<file path="config.mk">
export PLATFORM = sky130hd
export DESIGN_NAME = alu_cmd_driver
export DESIGN_NICKNAME = d
export VERILOG_FILES = /design/src/rtl/alu_cmd_driver.sv
export SDC_FILE = /design/constraint.sdc
export NUM_CORES = 1
export LEC_CHECK = 0
export ABC_AREA = 1
export CAP_MARGIN = 30
export CORE_AREA = 2 2 63 65
export CTS_BUF_LIST = sky130_fd_sc_hd__clkbuf_2 sky130_fd_sc_hd__clkbuf_4 sky130_fd_sc_hd__clkbuf_8
export CTS_CLUSTER_DIAMETER = 30
export CTS_CLUSTER_SIZE = 12
export DETAILED_ROUTE_END_ITERATION = 8
export DIE_AREA = 0 0 65 67
export PLACE_DENSITY = 0.8
export SYNTH_ARGS = -nofsm -noshare
export SYNTH_HDL_FRONTEND = slang
export SYNTH_SLANG_ARGS = --single-unit
</file>
<file path="constraint.sdc">
create_clock -name clk -period 1.51 [get_ports clk]
set_input_delay 0.2265 -clock clk [delete_from_list [all_inputs] [get_ports clk]]
set_output_delay 0.2265 -clock clk [all_outputs]
set_load 0.02 [all_outputs]
</file>
<file path="src/rtl/alu_cmd_driver.sv">
// alu_cmd_driver: clocked valid/ready command front-end for the combinational 4-bit ALU.
// Optional feature macro ALU_DIVZ_CHECK_EN: reject DIV by zero without issuing it to the ALU.
module alu_cmd_driver #(
    parameter int SETTLE_CYCLES = 1
) (
    input  logic       clk,
    input  logic       rst_n,
    input  logic       cmd_valid,
    output logic       cmd_ready,
    input  logic [2:0] cmd_opcode,
    input  logic [3:0] cmd_a,
    input  logic [3:0] cmd_b,
    output logic [3:0] alu_a,
    output logic [3:0] alu_b,
    output logic [2:0] alu_opcode,
    input  logic [7:0] alu_result,
    input  logic       alu_carry,
    output logic       rsp_valid,
    input  logic       rsp_ready,
    output logic [7:0] rsp_result,
    output logic       rsp_carry,
    output logic       rsp_err,
    output logic [7:0] op_count,
    input  logic       cnt_clr
);

    // state   | meaning
    // ST_IDLE | ready to accept a command
    // ST_WAIT | operands held on ALU pins, settle timer running
    // ST_RESP | response presented, waiting for rsp_ready
    typedef enum logic [1:0] {
        ST_IDLE = 2'd0,
        ST_WAIT = 2'd1,
        ST_RESP = 2'd2
    } state_t;

    localparam logic [2:0] OP_DIV    = 3'b011;
    localparam logic [3:0] SETTLE_LD = 4'(SETTLE_CYCLES);

    state_t     state;
    state_t     state_nxt;
    logic [3:0] settle_cnt;
    logic       settle_tc;
    logic       divz;
    logic       issue_en;
    logic       capture_en;
    logic       reject_en;
    logic       rsp_hs;

    assign cmd_ready = (state == ST_IDLE);
    assign rsp_valid = (state == ST_RESP);
    assign rsp_hs    = rsp_valid & rsp_ready;
    assign settle_tc = (settle_cnt == 4'd1);

`ifdef ALU_DIVZ_CHECK_EN
    assign divz = (cmd_opcode == OP_DIV) && (cmd_b == 4'h0);
`else
    assign divz = 1'b0;
`endif

    always_ff @(posedge clk or negedge rst_n) begin
        if (!rst_n) begin
            state <= ST_IDLE;
        end else begin
            state <= state_nxt;
        end
    end

    always_comb begin
        state_nxt  = state;
        issue_en   = 1'b0;
        capture_en = 1'b0;
        reject_en  = 1'b0;
        case (state)
            ST_IDLE: begin
                if (cmd_valid) begin
                    if (divz) begin
                        reject_en = 1'b1;
                        state_nxt = ST_RESP;
                    end else begin
                        issue_en  = 1'b1;
                        state_nxt = ST_WAIT;
                    end
                end
            end
            ST_WAIT: begin
                if (settle_tc) begin
                    capture_en = 1'b1;
                    state_nxt  = ST_RESP;
                end
            end
            ST_RESP: begin
                if (rsp_ready) begin
                    state_nxt = ST_IDLE;
                end
            end
            default: state_nxt = ST_IDLE;
        endcase
    end

    // Settle timer: loaded on issue, terminal count 1 marks the sampling edge.
    always_ff @(posedge clk or negedge rst_n) begin
        if (!rst_n) begin
            settle_cnt <= 4'd0;
        end else if (issue_en) begin
            settle_cnt <= SETTLE_LD;
        end else if (state == ST_WAIT) begin
            settle_cnt <= settle_cnt - 4'd1;
        end
    end

    always_ff @(posedge clk or negedge rst_n) begin
        if (!rst_n) begin
            alu_a      <= 4'h0;
            alu_b      <= 4'h0;
            alu_opcode <= 3'b000;
        end else if (issue_en) begin
            alu_a      <= cmd_a;
            alu_b      <= cmd_b;
            alu_opcode <= cmd_opcode;
        end
    end

    always_ff @(posedge clk or negedge rst_n) begin
        if (!rst_n) begin
            rsp_result <= 8'h00;
            rsp_carry  <= 1'b0;
            rsp_err    <= 1'b0;
        end else if (capture_en) begin
            rsp_result <= alu_result;
            rsp_carry  <= alu_carry;
            rsp_err    <= 1'b0;
        end else if (reject_en) begin
            rsp_result <= 8'hFF;
            rsp_carry  <= 1'b0;
            rsp_err    <= 1'b1;
        end
    end

    // A clear coinciding with a handshake still counts that response.
    always_ff @(posedge clk or negedge rst_n) begin
        if (!rst_n) begin
            op_count <= 8'h00;
        end else if (cnt_clr) begin
            op_count <= rsp_hs ? 8'h01 : 8'h00;
        end else if (rsp_hs && (op_count != 8'hFF)) begin
            op_count <= op_count + 8'h01;
        end
    end

endmodule
</file>
### Word level (Yosys, flattened, before mapping)

Cells that the tools add are included.
W data, S select, Z words.

* logic and storage cells: 40
* output and inout port bits: 31
* register bits: 35
* input bits: 25

* add/sub/neg operators: 2
* reductions and logical operators: 5
* eq/ne operators: 7
* multiplexer cells: 16
* bitwise logic cells: 1

Operator list (number)
* $mux W8: 3
* $add A8 B1 Y8 const B: 1
* $mux W4: 2
* $ne A8 B8 Y1 const B: 1
* $mux W1: 7
* $mux W2: 3
* $pmux W2 S3: 1
* $eq A4 B1 Y1 const B: 1
* $ne A2 B2 Y1 const B: 2
* $reduce_bool A2 Y1: 2
* $sub A4 B1 Y4 const B: 1
* $reduce_and A3 Y1: 1
* $eq A2 B1 Y1 const B: 1
* $eq A2 B2 Y1 const B: 1
* $logic_not A2 Y1: 1
* $ne A2 B1 Y1 const B: 1
* $and A1 B1 Y1: 1
* $logic_and A1 B1 Y1: 1

### Depth between registers and ports, before layout

* word-level depth: 5
* depth in mapped cells: 8
* depth with buffers taken out: 8

### Least setup slack after synthesis

OpenSTA, ideal clock, no wires.

* path type: reg2reg
* start: reg op_count[0]
* end: reg op_count[2]
* required time: 1.393 ns
* slack: 0.121 ns
* clock period less this slack: 1.389 ns
* library setup time: 0.117 ns
* buffers on the path: 0
* stages on the path, launching flop included: 9
* data arrival time: 1.272 ns
* cells stage by stage: dfrtp_1 ha_1 nand2_1 nor2_2 nand2_1 nand2_4 nand2_1 nand2_1 nand2_1

* word-level cells in the longest chain between the ends: 3
* elaborated cells on any way between the ends: 6
* those cells by class: add/sub (1); eq/ne (1); mux (2); reduce/logical (2)

RTL lines
* from (decl): RTL line 23 `output logic [7:0] op_count,`
* from (signal assigned): RTL line 145 `op_count <= rsp_hs ? 8'h01 : 8'h00;`
* from (signal assigned): RTL line 147 `op_count <= op_count + 8'h01;`
* $add A8 B1 Y8 or $ne A8 B8 Y1 (tied branches): RTL line 147, 146
* $mux W8 or $logic_and A1 B1 Y1 (tied branches): RTL line 146 `end else if (rsp_hs && (op_count != 8'hFF)) begin`
* $mux W8 or $reduce_bool A2 Y1 (tied branches)

Parallel ways exist; a longest one is shown, timed or not. The select of a mux whose other input is x is not followed.
A chain may end at the register's enable or synchronous reset.

### Final worst setup path

* start: reg alu_opcode[0]
* end: out alu_opcode[0]

RTL lines
* from (decl): RTL line 15 `output logic [2:0] alu_opcode,`
* from (signal assigned): RTL line 120 `alu_opcode <= cmd_opcode;`

No word-level cell between the ends.

==> metrics.txt <==
aggregate global-route resource usage 18.0%; buffers and inverters on the worst path 1; HPWL after DPL 2.49 mm; mean area per synthesized cell 9.30 sq um; net switching component of the power 1.61 mW; outcome completed; kind of cell adding the most delay to the critical path buffers and inverters; CORE AREA 3610 sq um; final slew viol count 0; worst hold slack across all endpoints 0.313 ns; Power Internal 2.64 mW; Chip Height 67 um; critical path arrival 1.25 ns; number of DRC violations after detailed-routing iteration 0 119; wire length of the first global-routing pass 5.84 mm; largest stage delay on the critical path 0.61 ns; power per unit of standard cell area 1820 nW/um^2; CP Launch Type flip-flop; setup repair after global routing missed its margin no; number of setup violations in the final report 0; post-DR vias/cell 4.92; number of port buffers 54; critical path required time 1.28 ns; kind of end point of the critical path output port; CTS clock-pin slew for the worst setup and hold paths 0.06 ns; row cnt 22; pin count of the biggest net entering global routing 35; Leak 1.20 nW; sum of overflow across all layers after global routing 0; Worst-Skew Late Latency 0.28 ns; sum of negative setup slack 0 ns; number of global-route vias before repair 1,326; mean routed wirelength per cell 12.3 um; routed vias 1,392; Yosys top cell area share 52.6%; dpl cells 275; leading cell types by count after synthesis nand2_1, dfrtp_1, nand3_1; time the final worst path needs with I/O delays and setup 1.48 ns; startpoint of the lowest-slack register-to-register path op_count[1]; Hold Fails Final Rpt 0; non-filler instance count after layout 283; cell chain of the critical path clkdlybuf4s50_1; root buffer selected by CTS clkbuf_8; Critical Path Fanout Max 2; Yosys reg bits 34; Clock H-tree levels 2; post-synth design cell area 1620 sq um; post-layout power 4.25 mW; f_max 676 MHz; worst ir drop on vdd 0.00113 V; boundary pin count 56; most frequently used cell type in the post-synthesis netlist nand2_1; remaining antenna violation count 0; startpoint of the most critical setup path alu_opcode[0]; largest area contributor in the synthesized netlist dfrtp_1; type of the most critical hold path input pin to async pin; fraction of final layout cells with drive strength greater than 1 13.6%; initial core utilization 44.9%; weighted congestion at the end of routability-driven global placement 0.864; EDFF count, synth 0; most used flip-flop cell after synthesis dfrtp_1; number of clock sinks 34; Critical Setup Path Class flip-flop to output port; Post-synth ARST share 100%; clock tree from TritonCTS yes; warnings from Yosys 0; wire length reported by the detailed router 3.47 mm; share of total power in the clock network 15.1%; initial antenna violation count 0; Post-Route Skew 0.00317 ns; Max stage delay cell, worst path clkdlybuf4s50_1; share of the yosys chip area belonging to registers 52.6%; Comb pwr share 49.4%; die footprint 4360 sq um; number of distinct library cell variants in the gate-level netlist after synthesis 25; die outline width 65 um; most area-consuming cells after synthesis dfrtp_1, nand2_1, nand3_1; final critical-path share of the clock period 98.0%; power share of the sequential group 35.5%; total CTS buffers 5; Post-Synthesis Net Count 202; max_cap viols 0; final-layout fill cell count 307; switching share of power 37.9%; DRT Pass-1 Iters 4; Area Growth Syn to Fin 44.1%; detailed-route DRC error count 0; number of nets in the layout 263; synthesized netlist cell count 174; clk buf depth 2; number of antenna cells inserted 0
## final timing paths
kind	slack [ns]	endpoint	depth (start not counted)
worst max-delay path	0.03	alu_opcode[0]	1
worst min-delay path	0.31	rsp_result[4]	2
worst max register to register	0.15	op_count[3]	8
worst min register to register	0.46	rsp_result[5]	2
max in group asynchronous	1.01	state[1]	2
min in group clk	0.46	rsp_result[5]	2
## through the flow
| step | util [%] | setup WS [ns] | cell area, sq um |
|---|---|---|---|
| floorplan | - | 0.121 | 1620 |
| global placement | 61.8 | 0.117 | 2230 |
| detailed placement | 61.8 | 0.0679 | 2230 |
| CTS | 63.7 | 0.0132 | 2300 |
| global route | 64.7 | 0.000720 | 2330 |
| finish | 64.7 | 0.0307 | 2330 |
## cell type report
| class | instances | area, sq um | share of cell area (%) |
|---|---|---|---|
| clock buffers | 7 | 83.8 | 3.59 |
| inverters | 15 | 56.3 | 2.41 |
| multi-input cells | 120 | 687 | 29.4 |
| flip-flops and latches | 34 | 852 | 36.5 |
| well taps | 48 | 60.1 | 2.57 |
| repair buffers | 59 | 594 | 25.5 |
## power groups by stage
stage,Combinational [mW],Sequential (mW),Clock [mW]
floorplan,0.889,1.85,0
global placement,2.07,1.51,0
detailed placement,2.13,1.52,0
CTS,2.10,1.51,0.663
global route,2.28,1.56,0.709
finish,2.10,1.51,0.642
## flip-flops by register name, indices dropped and copies added, names as in the netlist
name        count
rsp_carry       1
alu_a           4
alu_b           4
state           2
rsp_result      8
settle_cnt      4
alu_opcode      3
op_count        8
## cells by family after synthesis
kind of cell	Yosys count	share of synthesized area, %
AOI/OAI and AO/OA	12	4.41
adders and majority gates	3	2.32
buffers and inverters	20	5.64
DFF	34	52.6
muxes	11	8.81
other	1	0.232
and+or+nand+nor	93	26.0
## cells in the final DEF, fill, tap and decap left out
| cell type | netlist | layout |
|---|---|---|
| conb_1 | 1 | 1 |
| buf_4 | 2 | 4 |
| o21ai_0 | 4 | 4 |
| ha_1 | 3 | 3 |
| dlymetal6s2s_1 | 0 | 6 |
| nor2_2 | 2 | 1 |
| clkbuf_8 | 0 | 5 |
| nand4_1 | 1 | 1 |
| nor2_4 | 1 | 2 |
| inv_1 | 15 | 15 |
| nor2_1 | 11 | 11 |
| nor3b_2 | 0 | 1 |
| dfrtp_2 | 0 | 1 |
| nor3_1 | 1 | 1 |
| o21bai_1 | 2 | 2 |
| nand3_1 | 28 | 28 |
| a21oi_1 | 4 | 4 |
| a21oi_2 | 1 | 1 |
| dlygate4sd2_1 | 0 | 9 |
| clkdlybuf4s50_1 | 0 | 38 |
| buf_12 | 0 | 1 |
| clkbuf_4 | 0 | 2 |
| mux2_4 | 5 | 5 |
| nand2_1 | 45 | 45 |
| o31ai_1 | 1 | 1 |
| nand2_2 | 1 | 1 |
| dfrtp_1 | 34 | 33 |
| mux2_2 | 6 | 6 |
| clkdlybuf4s15_1 | 0 | 1 |
| nand2_4 | 2 | 2 |
## per-layer routing
metal | track usage [%] | up-vias | wire length, um
li1 | - | 685 | -
met2 | 30.8 | 36 | 1830
met5 | 0 | - | 0
met1 | 20.5 | 664 | 1400
met4 | 9.57 | 0 | 80
met3 | 5.07 | 7 | 158
## what timing repair did
item,4_1_cts,5_1_grt
hold buffers,0,0
setup endpoints to repair,10,15
setup buffers,0,1
resized for setup,10,10
Power figures use the tool's default switching activity.
